<file path="config.mk">
export PLATFORM = sky130hd
export DESIGN_NAME = nbit_logic_unit_seq
export DESIGN_NICKNAME = d
export VERILOG_FILES = /design/src/rtl/nbit_logic_unit_seq.sv
export SDC_FILE = /design/constraint.sdc
export NUM_CORES = 1
export LEC_CHECK = 0
export CAP_MARGIN = 0
export CORE_UTILIZATION = 35
export CTS_CLUSTER_DIAMETER = 120
export CTS_CLUSTER_SIZE = 25
export DETAILED_ROUTE_END_ITERATION = 10
export PLACE_DENSITY = 0.63
export SLEW_MARGIN = 0
export SYNTH_ARGS = -nofsm -noshare
export SYNTH_HDL_FRONTEND = slang
export SYNTH_SLANG_ARGS = --single-unit
export TNS_END_PERCENT = 1
</file>
<file path="constraint.sdc">
create_clock -name clk -period 2 [get_ports clk]
set_input_delay 0.4 -clock clk [delete_from_list [all_inputs] [get_ports clk]]
set_output_delay 0.4 -clock clk [all_outputs]
set_load 0.01 [all_outputs]
</file>
<file path="src/rtl/nbit_logic_unit_seq.sv">
// Registered, opcode-selected N-bit logic unit with valid/ready handshake on both sides.
// Define NBIT_LU_BIST_EN to build in the exhaustive self-test sweep and its signature.
module nbit_logic_unit_seq #(
    parameter  int WIDTH     = 4,
    localparam int BIT_STATE = 2 ** WIDTH
) (
    input  logic             clk,
    input  logic             rst_n,
    input  logic             in_valid,
    output logic             in_ready,
    input  logic [2:0]       op,
    input  logic [WIDTH-1:0] in1,
    input  logic [WIDTH-1:0] in2,
    output logic             out_valid,
    input  logic             out_ready,
    output logic [WIDTH-1:0] out,
    output logic             out_zero,
    input  logic             bist_start,
    output logic             bist_busy,
    output logic             bist_done,
    output logic [WIDTH-1:0] bist_sig
);

    function automatic logic [WIDTH-1:0] lu_eval(
        input logic [2:0]       f_op,
        input logic [WIDTH-1:0] a,
        input logic [WIDTH-1:0] b
    );
        logic [WIDTH-1:0] r;
        r = a;
        unique case (f_op)
            3'b000: r = ~a;
            3'b001: r = a & b;
            3'b010: r = a | b;
            3'b011: r = ~(a & b);
            3'b100: r = ~(a | b);
            3'b101: r = a ^ b;
            3'b110: r = ~(a ^ b);
            3'b111: r = a;
            default: r = a;
        endcase
        return r;
    endfunction

    logic             fsm_idle;
    logic             accept;
    logic             out_valid_q, out_valid_d;
    logic [WIDTH-1:0] out_q, out_d;
    logic             out_zero_q, out_zero_d;
    logic [WIDTH-1:0] op_res;

    assign in_ready = fsm_idle && (!out_valid_q || out_ready);
    assign accept   = in_valid && in_ready;
    assign op_res   = lu_eval(op, in1, in2);

    // NOTE: every always_comb output gets a default first so no path can infer a latch.
    always_comb begin
        out_valid_d = out_valid_q;
        out_d       = out_q;
        out_zero_d  = out_zero_q;
        if (accept) begin
            out_valid_d = 1'b1;
            out_d       = op_res;
            out_zero_d  = (op_res == '0);
        end else if (out_ready) begin
            out_valid_d = 1'b0;
        end
    end

    // NOTE: sequential state uses non-blocking assignments so every register samples pre-edge values.
    always_ff @(posedge clk) begin
        if (!rst_n) begin
            out_valid_q <= 1'b0;
            out_q       <= '0;
            out_zero_q  <= 1'b0;
        end else begin
            out_valid_q <= out_valid_d;
            out_q       <= out_d;
            out_zero_q  <= out_zero_d;
        end
    end

    assign out_valid = out_valid_q;
    assign out       = out_q;
    assign out_zero  = out_zero_q;

`ifdef NBIT_LU_BIST_EN
    typedef enum logic [1:0] {
        IDLE,
        SWEEP,
        DONE
    } state_e;

    // Vector counter layout, LSB first: op, in2, in1 (op sweeps innermost).
    localparam int VEC_W = 3 + 2 * $clog2(BIT_STATE);

    state_e           state_q, state_d;
    logic [VEC_W-1:0] vec_q, vec_d;
    logic [WIDTH-1:0] sig_q, sig_d;
    logic [WIDTH-1:0] sweep_res;

    assign sweep_res = lu_eval(vec_q[2:0], vec_q[VEC_W-1 -: WIDTH], vec_q[WIDTH+2 -: WIDTH]);

    always_comb begin
        state_d = state_q;
        vec_d   = vec_q;
        sig_d   = sig_q;
        unique case (state_q)
            IDLE: begin
                if (bist_start && !out_valid_q) begin
                    state_d = SWEEP;
                    vec_d   = '0;
                    sig_d   = '0;
                end
            end
            SWEEP: begin
                sig_d = {sig_q[WIDTH-2:0], sig_q[WIDTH-1]} ^ sweep_res;
                vec_d = vec_q + VEC_W'(1);
                if (&vec_q) state_d = DONE;
            end
            DONE:    state_d = IDLE;
            default: state_d = IDLE;
        endcase
    end

    always_ff @(posedge clk) begin
        if (!rst_n) begin
            state_q <= IDLE;
            vec_q   <= '0;
            sig_q   <= '0;
        end else begin
            state_q <= state_d;
            vec_q   <= vec_d;
            sig_q   <= sig_d;
        end
    end

    assign fsm_idle  = (state_q == IDLE);
    assign bist_busy = (state_q == SWEEP);
    assign bist_done = (state_q == DONE);
    assign bist_sig  = sig_q;
`else
    wire unused_ok = &{1'b0, bist_start, (BIT_STATE == 0)};

    assign fsm_idle  = 1'b1;
    assign bist_busy = 1'b0;
    assign bist_done = 1'b0;
    assign bist_sig  = '0;
`endif

endmodule

</file>
== Word-level counts from Yosys, hierarchy flattened ==
Cells that the tools add are included.
Word-level totals
  bits in registers: 6
  input bits: 16
  output and inout port bits: 13
  logic and storage cells: 26
Cells by class
  equal/unequal tests: 7
  multiplexer cells: 3
  bitwise gates (word level): 7
  reductions and logical operators: 6
Operator list (count)
  4-bit case mux with 8 select lines: 1
  4-bit NOT: 4
  3-bit == test (second input constant): 4
  3-bit by 2-bit == test with 1-bit output (second input constant): 2
  4-bit AND: 1
  4-bit zero test: 1
  4-bit OR: 1
  4-bit XOR: 1
  3-bit by 1-bit == test with 1-bit output (second input constant): 1
  3-bit zero test: 1
  1-bit two-way mux: 2
  2-bit nonzero test: 1
  1-bit logical AND: 1
  1-bit zero test: 1
  1-bit logical OR: 1

== Longest topological paths before layout ==
  depth in word-level cells: 4
  gate-level depth with buffers: 7
  depth with buffers taken out: 7

== Worst setup path after synthesis ==
OpenSTA, ideal clock, no wires.
  path kind: input port to flip-flop
  start: input in1[3]
  end: register out_zero_q (netlist: out_zero)
  library setup time: 0.084 ns
  arrival: 1.672 ns
  required time: 1.916 ns
  path slack: 0.244 ns
  stages on the path: 7
  path buffers: 0
  path through: inv_1 -> ha_1 -> mux2_4 -> a22oi_2 -> a22oi_2 -> a211o_1 -> o31ai_2
Between the ends
  longest elaborated chain between the ends: 4
  elaborated cells between the ends (all ways): 9
  those cells by class: mux (1); bitwise (7); reduce/logical (1)
RTL lines
  start: declaration: line 12  | input logic [WIDTH-1:0] in1,
  4-bit XOR, or another cell as far along: line 37, 38
  4-bit NOT, on equally long branches: line 38, 35, 36
  4-bit case mux with 8 select lines (*): line 31  | unique case (f_op)
  4-bit zero test (*): line 64  | out_zero_d = (op_res == '0);
  end signal: assignment: line 79  | out_zero_q <= out_zero_d;
  end: declaration: line 49  | logic out_zero_q, out_zero_d;
Mark *: on every way between the ends. The rest lies on a longest branch, timed or not.
A chain may end at the register's enable or synchronous reset.

== Worst setup path after layout ==
  start: input in1[2]
  end: register out_zero_q (netlist: out_zero)
Same word-level chain as after synthesis.

==> metrics.md <==
| Metric | Value |
|---|---|
| Register bit total from synthesis | `6` |
| Filler cells | `182` |
| Num CTS Buffers | `3` |
| Port Buffers | `21` |
| Insertion delay to the later sink of the worst-skew pair | `0.24 ns` |
| YS warnings | `0` |
| Worst-path clk slew | `0.04 ns` |
| Placed insts | `150` |
| Dominant synthesized flop cell | `dfxtp_1` |
| Worst path cell trace | `clkdlybuf4s50_1, inv_1, ha_4, mux2_2, nand3_1, a31oi_1, o21bai_2, o31ai_2` |
| Area delta synth->final | `49.8%` |
| CP max FO | `3` |
| Share of layout cells above drive strength 1 | `23.3%` |
| Final instance area | `around 0.0011 mm^2` |
| Critical path class | `in2reg` |
| Setup slack, reg-to-reg | `between 0.7 and 0.8 ns` |
| Unique masters post-synth | `37` |
| WHS | `0.463 ns` |
| Vias in the first global route | `617` |
| CTS tree | `built` |
| Max VDD drop | `about 0.23 mV` |
| Final worst slack | `0.0866 ns` |
| Sequential share of the synthesized area | `15.8%` |
| Min-Delay Startpoint | `out[2]` |
| Fin nets | `about 160` |
| Final setup violation count | `0` |
| Max clock buf depth | `2` |
| Placeable Area | `0.00200 mm^2` |
| Initial antenna violation count | `0` |
| Synth top area share | `15.8%` |
| First-pass GRT wire length | `roughly 2600 um` |
| Synth top area cells | `dfxtp_1, ha_1, buf_4` |
| Post-synth ARST share | `0%` |
| Starting Density | `38.1%` |
| Routed wire length | `1570 um` |
| Avg Inst Size Synth | `8.02 um^2` |
| Worst EP arrival | `2.07 ns` |
| Clk_skew | `0.000941 ns` |
| Critical Path End Type | `flip-flop` |
| Startpoint types | `primary input` |
| DRT iter0 DRCs | `17` |
| Num ports | `29` |
| Outcome | `finished, final reports clean` |
| Tot Pwr | `0.453 mW` |
| Remaining DRCs | `0` |
| Worst r2r src | `out_valid` |
| Final Hold Viols | `0` |
| GRT Total Usage | `13.6%` |
| Required @ worst endpoint | `2.16 ns` |
| Synth Instances | `95` |
| Placed Instance Area | `0.00105 mm^2` |
| Total gr overflow | `0` |
| Slowest cell on crit path | `clkdlybuf4s50_1` |
| Fin. max-slew vios | `0` |
| Num rows | `16` |
| CTS Sinks | `6` |
| Worst slack at placement | `-0.336 ns` |
| Hold depth | `2` |
| Antenna Nets Post-Route | `0` |
| Drt first pass iters | `4` |
| Max Cap Viol | `0` |
| Hold_buf cts | `0` |
| N_diodes | `0` |
| Die area | `0.00237 mm^2` |
| H-Tree Depth | `1` |
| Critical Path Max Stage Delay | `0.50 ns` |
| DP HPWL | `1190 um` |
| Reg2Reg Depth | `5` |
| Critical R2R Capture | `out_zero` |
| Most common cell after layout, fill and taps aside | `clkdlybuf4s50_1` |
| Leak | `0.540 nW` |
| Cell Area, Synth | `roughly 760 um^2` |
| Worst Hold Path EP | `out[2]` |
| Global placer's final weighted congestion | `0.772` |
| Die width | `48.7 um` |
| Most frequent cells in the layout | `clkdlybuf4s50_1, buf_4, inv_1` |
| Area leader, netlist | `dfxtp_1` |
| Vias | `751` |
| Largest net degree at the start of global routing | `23` |
| Path category of the worst min-delay check | `reg2reg` |
| Final period utilization | `95.7%` |
| Power Dens Cells | `397 mW/mm^2` |
| Routed WL per cell | `10.1 um` |
| Tmin final | `roughly 1.9 ns` |
| Die Span Y | `48.7 um` |
| Number of enable flip-flop cells after synthesis | `0` |
| Fmax | `523 MHz` |
| Clk root buf | `clkbuf_4` |
| Setup TNS | `0 ns` |
| Fin cells | `156` |
| Via density | `4.81` |
| Final core utilization | `about 57%` |
[logic make-up (layout without fill, tap and decap cells)]
logic type	count (synthesis)	in the layout	synth area share, %
compound gates	23	23	24.5
simple gates	31	31	23.0
other cells	1	6	0.492
flops	6	6	15.8
fa+ha+maj	8	8	13.1
mux	5	5	7.55
buf+inv	21	50	15.6
[how the worst max path moves through the flow]
stage,start,end,slack (ns),cells after the start
after floorplan,in1[3],out_zero,0.24,7
after global placement,in1[3],out_zero,-0.29,8
after detailed placement,in1[3],out_zero,-0.34,8
after CTS,in2[3],out_zero,0.03,8
after global routing,in1[1],out_zero,-0.01,8
final,in1[2],out_zero,0.09,8
[sequential cells by signal, summed over array words and instances, names as in the netlist]
name       count
out            4
out_valid      1
out_zero       1
[repair_timing]
item | CTS | global route
cloned | 0 | 0
pin swaps | 3 | 6
resized for setup | 0 | 7
buffers inserted | 1 | 2
setup endpoints to repair | 2 | 3
[synth_stat cells (all sizes together), types with 2 or more instances]
library cell and number:
mux2i 2, o21ai 2, nor2b 7, a21boi 2
a21oi 3, and2 2, nor4bb 2, nand4 2
o211ai 3, inv 10, nand2 7, o31ai 2
nor3 2, a22oi 2, o211a 2, ha 8
dfxtp 6, nand3 2, mux2 3, nand2b 3
nor2 2, buf 11
[power by group]
group,internal [mW],leakage [nW],switching [mW]
Sequential,0.129,0.0495,0.00440
Clock,0.0677,0.0138,0.0417
Combinational,0.121,0.477,0.0891
[worst max-delay path, delay by kind of cell]
| kind | cells | cell delay [ns] |
|---|---|---|
| AO/OA/AOI/OAI | 3 | 0.50 |
| multiplexers | 1 | 0.26 |
| adder cells (fa/ha/maj) | 1 | 0.25 |
| AND/OR/NAND/NOR | 1 | 0.08 |
| buffers and inverters | 2 | 0.59 |
[metal layers]
metal	up-vias	global-route usage (%)	part of all wire [%]
met5	-	0	0
met4	0	5.88	0.89
met3	2	2.83	5.5
met2	24	20.1	44
met1	332	18.9	49
li1	393	-	-
[layout make-up]
type	instances	area, um^2	share of cell area, %
clock buffers	3	22.5	1.97
inverters	10	37.5	3.29
multi-input cells	73	577	50.5
flip-flops and latches	6	120	10.5
well taps	27	33.8	2.96
repair buffers	37	350	30.7
(Power assumes the default switching activity.)
